[config.mk]
export PLATFORM = sky130hd
export DESIGN_NAME = mc_control_fsm
export DESIGN_NICKNAME = d
export VERILOG_FILES = /design/src/rtl/mc_control_fsm.sv
export SDC_FILE = /design/constraint.sdc
export NUM_CORES = 1
export LEC_CHECK = 0
export CAP_MARGIN = 20
export CORE_ASPECT_RATIO = 1.1
export CORE_MARGIN = 2
export CORE_UTILIZATION = 35
export DETAILED_ROUTE_END_ITERATION = 6
export PLACE_DENSITY = 0.66
export SLEW_MARGIN = 5
export SYNTH_ARGS = -nofsm -noshare
export SYNTH_HDL_FRONTEND = slang
export SYNTH_SLANG_ARGS = --single-unit
[constraint.sdc]
create_clock -name clk -period 2.61 [get_ports clk]
set_clock_uncertainty 0.1 [all_clocks]
set_input_delay 0.3915 -clock clk [delete_from_list [all_inputs] [get_ports clk]]
set_output_delay 0.3915 -clock clk [all_outputs]
set_load 0.05 [all_outputs]
[src/rtl/mc_control_fsm.sv]
// Multicycle MIPS main controller: Moore sequencer driving the datapath
// mux selects and write strobes for PC, IR, register file and memory.
module mc_control_fsm #(
   parameter bit MEM_WAIT_EN = 1'b1,
   parameter bit EXT_OPS     = 1'b1
) (
   input  logic       clk,
   input  logic       rst_n,
   input  logic [5:0] OPCode,
   input  logic       MemReady,
   output logic       IorD,
   output logic       ALUSrcA,
   output logic       RegDst,
   output logic       MemtoReg,
   output logic [1:0] ALUSrcB,
   output logic [1:0] PCSrc,
   output logic [2:0] ALUOp,
   output logic       IRWrite,
   output logic       PCWrite,
   output logic       MemWrite,
   output logic       RegWrite,
   output logic       Branch,
   output logic       BranchNE,
   output logic       Illegal,
   output logic [3:0] State
);

   localparam logic [5:0] OP_RTYPE = 6'b000000;
   localparam logic [5:0] OP_LW    = 6'b100011;
   localparam logic [5:0] OP_SW    = 6'b101011;
   localparam logic [5:0] OP_BEQ   = 6'b000100;
   localparam logic [5:0] OP_BNE   = 6'b000101;
   localparam logic [5:0] OP_ADDI  = 6'b001000;
   localparam logic [5:0] OP_ANDI  = 6'b001100;
   localparam logic [5:0] OP_ORI   = 6'b001101;
   localparam logic [5:0] OP_J     = 6'b000010;

   typedef enum logic [3:0] {
      S_FETCH   = 4'd0,
      S_DECODE  = 4'd1,
      S_MEMADR  = 4'd2,
      S_MEMRD   = 4'd3,
      S_MEMWB   = 4'd4,
      S_MEMWR   = 4'd5,
      S_EXECUTE = 4'd6,
      S_ALUWB   = 4'd7,
      S_BRANCH  = 4'd8,
      S_IMMEX   = 4'd9,
      S_IMMWB   = 4'd10,
      S_JUMP    = 4'd11
   } state_t;

   state_t     state;
   state_t     dec_next;
   logic       dec_ill;
   logic [5:0] op_q;
   logic       mem_rdy;

   assign mem_rdy = MEM_WAIT_EN ? MemReady : 1'b1;
   assign State   = 4'(state);

   // Opcode dispatch used on the DECODE cycle
   always_comb begin
      dec_next = S_FETCH;
      dec_ill  = 1'b0;
      case (OPCode)
         OP_RTYPE:       dec_next = S_EXECUTE;
         OP_LW, OP_SW:   dec_next = S_MEMADR;
         OP_BEQ:         dec_next = S_BRANCH;
         OP_BNE:         if (EXT_OPS) dec_next = S_BRANCH; else dec_ill = 1'b1;
         OP_ADDI:        dec_next = S_IMMEX;
         OP_ANDI, OP_ORI: if (EXT_OPS) dec_next = S_IMMEX; else dec_ill = 1'b1;
         OP_J:           dec_next = S_JUMP;
         default:        dec_ill = 1'b1;
      endcase
   end

   // State register and latched opcode; unreachable codes fall back to FETCH
   always_ff @(posedge clk or negedge rst_n) begin
      if (!rst_n) begin
         state <= S_FETCH;
         op_q  <= 6'd0;
      end else begin
         case (state)
            S_FETCH:   if (mem_rdy) state <= S_DECODE;
            S_DECODE: begin
               op_q  <= OPCode;
               state <= dec_next;
            end
            S_MEMADR:  state <= (op_q == OP_SW) ? S_MEMWR : S_MEMRD;
            S_MEMRD:   if (mem_rdy) state <= S_MEMWB;
            S_MEMWB:   state <= S_FETCH;
            S_MEMWR:   if (mem_rdy) state <= S_FETCH;
            S_EXECUTE: state <= S_ALUWB;
            S_ALUWB:   state <= S_FETCH;
            S_BRANCH:  state <= S_FETCH;
            S_IMMEX:   state <= S_IMMWB;
            S_IMMWB:   state <= S_FETCH;
            S_JUMP:    state <= S_FETCH;
            default:   state <= S_FETCH;
         endcase
      end
   end

   // Moore output decode; strobes are held low while reset is asserted
   always_comb begin
      IorD     = 1'b0;
      ALUSrcA  = 1'b0;
      RegDst   = 1'b0;
      MemtoReg = 1'b0;
      ALUSrcB  = 2'b00;
      PCSrc    = 2'b00;
      ALUOp    = 3'b000;
      IRWrite  = 1'b0;
      PCWrite  = 1'b0;
      MemWrite = 1'b0;
      RegWrite = 1'b0;
      Branch   = 1'b0;
      BranchNE = 1'b0;
      Illegal  = 1'b0;
      case (state)
         S_FETCH: begin
            ALUSrcB = 2'b01;
            IRWrite = mem_rdy;
            PCWrite = mem_rdy;
         end
         S_DECODE: begin
            ALUSrcB = 2'b11;
            Illegal = dec_ill;
         end
         S_MEMADR: begin
            ALUSrcA = 1'b1;
            ALUSrcB = 2'b10;
         end
         S_MEMRD:  IorD = 1'b1;
         S_MEMWB: begin
            MemtoReg = 1'b1;
            RegWrite = 1'b1;
         end
         S_MEMWR: begin
            IorD     = 1'b1;
            MemWrite = 1'b1;
         end
         S_EXECUTE: begin
            ALUSrcA = 1'b1;
            ALUOp   = 3'b010;
         end
         S_ALUWB: begin
            RegDst   = 1'b1;
            RegWrite = 1'b1;
         end
         S_BRANCH: begin
            ALUSrcA  = 1'b1;
            ALUOp    = 3'b001;
            PCSrc    = 2'b01;
            Branch   = (op_q == OP_BEQ);
            BranchNE = EXT_OPS && (op_q == OP_BNE);
         end
         S_IMMEX: begin
            ALUSrcA = 1'b1;
            ALUSrcB = 2'b10;
            if (op_q == OP_ANDI)     ALUOp = 3'b011;
            else if (op_q == OP_ORI) ALUOp = 3'b100;
         end
         S_IMMWB:  RegWrite = 1'b1;
         S_JUMP: begin
            PCSrc   = 2'b10;
            PCWrite = 1'b1;
         end
         default: ;
      endcase
      if (!rst_n) begin
         IRWrite  = 1'b0;
         PCWrite  = 1'b0;
         MemWrite = 1'b0;
         RegWrite = 1'b0;
         Branch   = 1'b0;
         BranchNE = 1'b0;
         Illegal  = 1'b0;
      end
   end

endmodule

==> flow_metrics.env <==
export IMPL_synth_main_ff_cell="dfrtp_1"
export IMPL_routed_via_count=866
export IMPL_grt_start_max_net_pins=17
export IMPL_power_combinational_fraction=0.671
export IMPL_report_final_setup_viol=0
export IMPL_grt_setup_unrepaired="no"
export IMPL_ys_seq_elements=10
export IMPL_effective_utilization_at_floorplan=0.3636
export IMPL_timing_final_hold_violations=0
export IMPL_power_switching_uw=659.9
export IMPL_post_synth_instance_area_um2=810.8
export IMPL_clock_sinks=10
export IMPL_slew_violations=0
export IMPL_worst_path_max_fanout=16
export IMPL_area_delta_synth_final_pct=60.03
export IMPL_wl_per_cell_um=12.48
export IMPL_start_kind="register"
export IMPL_p_int_uw=726.1
export IMPL_setup_total_negative_slack_ns=0
export IMPL_cts_htree_levels=1
export IMPL_clk_root_buffer_cell="clkbuf_4"
export IMPL_cap_viol_max_count=0
export IMPL_outcome="finished, final reports clean"
export IMPL_drtAntennaViolNets=0
export IMPL_critical_path_reg2reg_startpoint="State[1]$_DFFE_PN0P_"
export IMPL_post_place_worst_slack_ns=0.3797
export IMPL_nets=144
export IMPL_cp_slowest_cell="clkdlybuf4s50_1"
export IMPL_grt_util_all_layers=0.1734
export IMPL_maximum_root_to_sink_buffer_count=2
export IMPL_route_detailed_vias_per_inst=5.280
export IMPL_fmax_ghz=0.4180
export IMPL_drt_initial_drc_count=14
export IMPL_clkPwrFrac=0.101
export IMPL_p_total_mw=1.386
export IMPL_final_layout_size_suffix_gt1_frac=0.2985
export IMPL_yosysWarnings=0
export IMPL_insertedDiodeCount=0
export IMPL_core_area_um2=2230
export IMPL_dp_hpwl_um=1679
export IMPL_synth_cell_types=34
export IMPL_overflow=0
export IMPL_grt_pass1_vias=803
export IMPL_crit_chain="nor3_1, clkdlybuf4s50_1"
export IMPL_syn_area_per_cell_um2=8.190
export IMPL_synth_seq_area_share=0.3086
export IMPL_post_cts_repair_setup_buffers=0
export IMPL_crit_path_from="State[3]$_DFFE_PN0P_"
export IMPL_post_synth_top_area_cell="dfrtp_1"
export IMPL_tightestPinTransition_ns=0.5135
export IMPL_arrival_ns=1.90
export IMPL_element_type_at_the_critical_path_end="output pin"
export IMPL_timing_slew_headroom=0.6529
export IMPL_cp_buffers_inverters=1
export IMPL_dr_pass1_iters=4
export IMPL_cts_reportedPaths_clkPinSlew_ns=0.06
export IMPL_vdd_drop_max_uv=631.4
export IMPL_fraction_of_synthesis_flops_using_an_asynchronous_set_or_reset_pin=1.000
export IMPL_tritoncts_num_buffers=3
export IMPL_drt_wl_total_um=2046
export IMPL_synthDominantCellAreaShare=0.3086
export IMPL_crit_path_max_incr_delay_ns=0.83
export IMPL_relative_contribution_of_sequential_cells_to_total_power=0.228
export IMPL_worst_skew_pair_late_latency_ns=0.27
export IMPL_crit_required_ns=2.12
export IMPL_synth_edf_count=0
export IMPL_drc_errors=0
export IMPL_leakage_nw=0.5067
export IMPL_finalCritPeriodShare=0.9166
export IMPL_gp_congestion=0.8577
export IMPL_postCtsResizedCells=0
export IMPL_p_per_area_nw_per_um2=1068
export IMPL_worst_setup_path_type="register to output pin"
export IMPL_floorplan_rows=18
export IMPL_boundaryPins=31
export IMPL_post_route_min_period_ns=2.392
export IMPL_design_die_area_um2=2718
export IMPL_clock_tree_from_tritoncts="built"
export IMPL_min_path_type="register to register"
export IMPL_setup_slack_ns=0.2177
export IMPL_first_pass_grt_wire_length_um=3491
export IMPL_synthCells=99
export IMPL_cts_hold_buffers=0
export IMPL_syn_nets=108
export IMPL_die_width_um=49.89
export IMPL_number_of_antenna_violations_at_the_first_check_in_global_routing=0
export IMPL_cpLargestDelayFamily="buffers and inverters"
export IMPL_hold_start="op_q[1]$_DFFE_PN0P_"
export IMPL_die_height_um=54.48
export IMPL_synth_top_cells_by_area="dfrtp_1 (31%), mux2_2 (8.3%), nand2b_1 (5.4%)"
export IMPL_place_port_buffers=30
export IMPL_switching_share_of_total_power=0.4761
-- worst reg2reg max path: stages (launching register included) --
cell and delay, ns:
dfrtp_1 0.45, buf_4 0.22, nand2b_4 0.17, nor3_4 0.13, buf_4 0.19, mux2_2 0.34
-- Yosys cell counts, drive strengths merged (2+ instances only) --
library cell	count
nand3	4
nor2	11
a31oi	2
and3	2
nand2	5
nand3b	2
a21oi	5
o21ai	6
mux2	6
dfrtp	10
nand2b	8
mux2i	2
nor3	9
buf	4
inv	4
nor2b	3
o22ai	3
-- worst paths after layout --
| kind | depth (start not counted) | slack, ns | to |
|---|---|---|---|
| worst min-delay path | 1 | 0.44 | op_q[1]$_DFFE_PN0P_ |
| min in group asynchronous | 2 | 0.52 | op_q[1]$_DFFE_PN0P_ |
| max in group asynchronous | 2 | 1.76 | State[3]$_DFFE_PN0P_ |
| worst max-delay path | 2 | 0.22 | ALUSrcB[0] |
| worst max register to register | 5 | 0.89 | op_q[2]$_DFFE_PN0P_ |
| worst min register to register | 1 | 0.44 | op_q[1]$_DFFE_PN0P_ |
-- per-layer routing --
metal  routed length (um)  track usage  vias to the layer above
met4                   51       0.1111                        0
met3                   98      0.01913                        6
met5                    0            0                        -
met2                  987       0.3089                       32
li1                     -            -                      435
met1                  909       0.2027                      393
-- through the flow --
| step | std cells | utilization | hold WS (ns) | instance area [um^2] |
|---|---|---|---|---|
| 2_1_floorplan | 99 | - | -0.004091 | 825.8 |
| 3_3_place_gp | 160 | 0.5657 | 0.4226 | 1261 |
| 3_5_place_dp | 160 | 0.5657 | 0.4246 | 1261 |
| 4_1_cts | 164 | 0.5819 | 0.4403 | 1297 |
| 5_1_grt | 164 | 0.5819 | 0.4712 | 1297 |
| 6_report | 164 | 0.5819 | 0.4357 | 1297 |
-- state kept, by name, indices dropped and copies added (netlist names) --
register	count
State	4
op_q	6
-- logic make-up after synthesis --
kind of cell,share of synthesized area
AO/OA/AOI/OAI,0.1590
XOR/XNOR,0.01080
buffers and inverters,0.05864
flip-flops,0.3086
multiplexers,0.1080
AND/OR/NAND/NOR,0.3550
-- cells in the final DEF (no fill, tap or decap), types with 3 or more instances in the layout --
cell / instances
nand2_1: 5
nor3_1: 7
nand2b_1: 7
o22ai_1: 3
nor2_1: 9
dfrtp_1: 10
a21oi_1: 5
o21ai_0: 6
nand3_1: 4
clkbuf_4: 3
mux2_2: 6
nor2b_1: 3
buf_12: 10
buf_4: 12
inv_1: 4
clkdlybuf4s50_1: 14
-- layout make-up --
class	count	area [um^2]
inverter	4	15.01
timing repair buffer	36	430.4
fill	223	932.1
clock buffer	4	36.28
sequential	10	250.2
tap	30	37.54
multi-input combinational	80	528.0
-- power by group through the flow --
stage	clock network, mW	registers (mW)	logic, mW
after floorplan	0	0.345	0.572
after global placement	0	0.317	0.930
after detailed placement	0	0.319	0.934
after CTS	0.145	0.315	0.936
after global routing	0.152	0.326	0.991
final	0.140	0.316	0.930
Note: power is estimated with default switching activity, not from simulation.
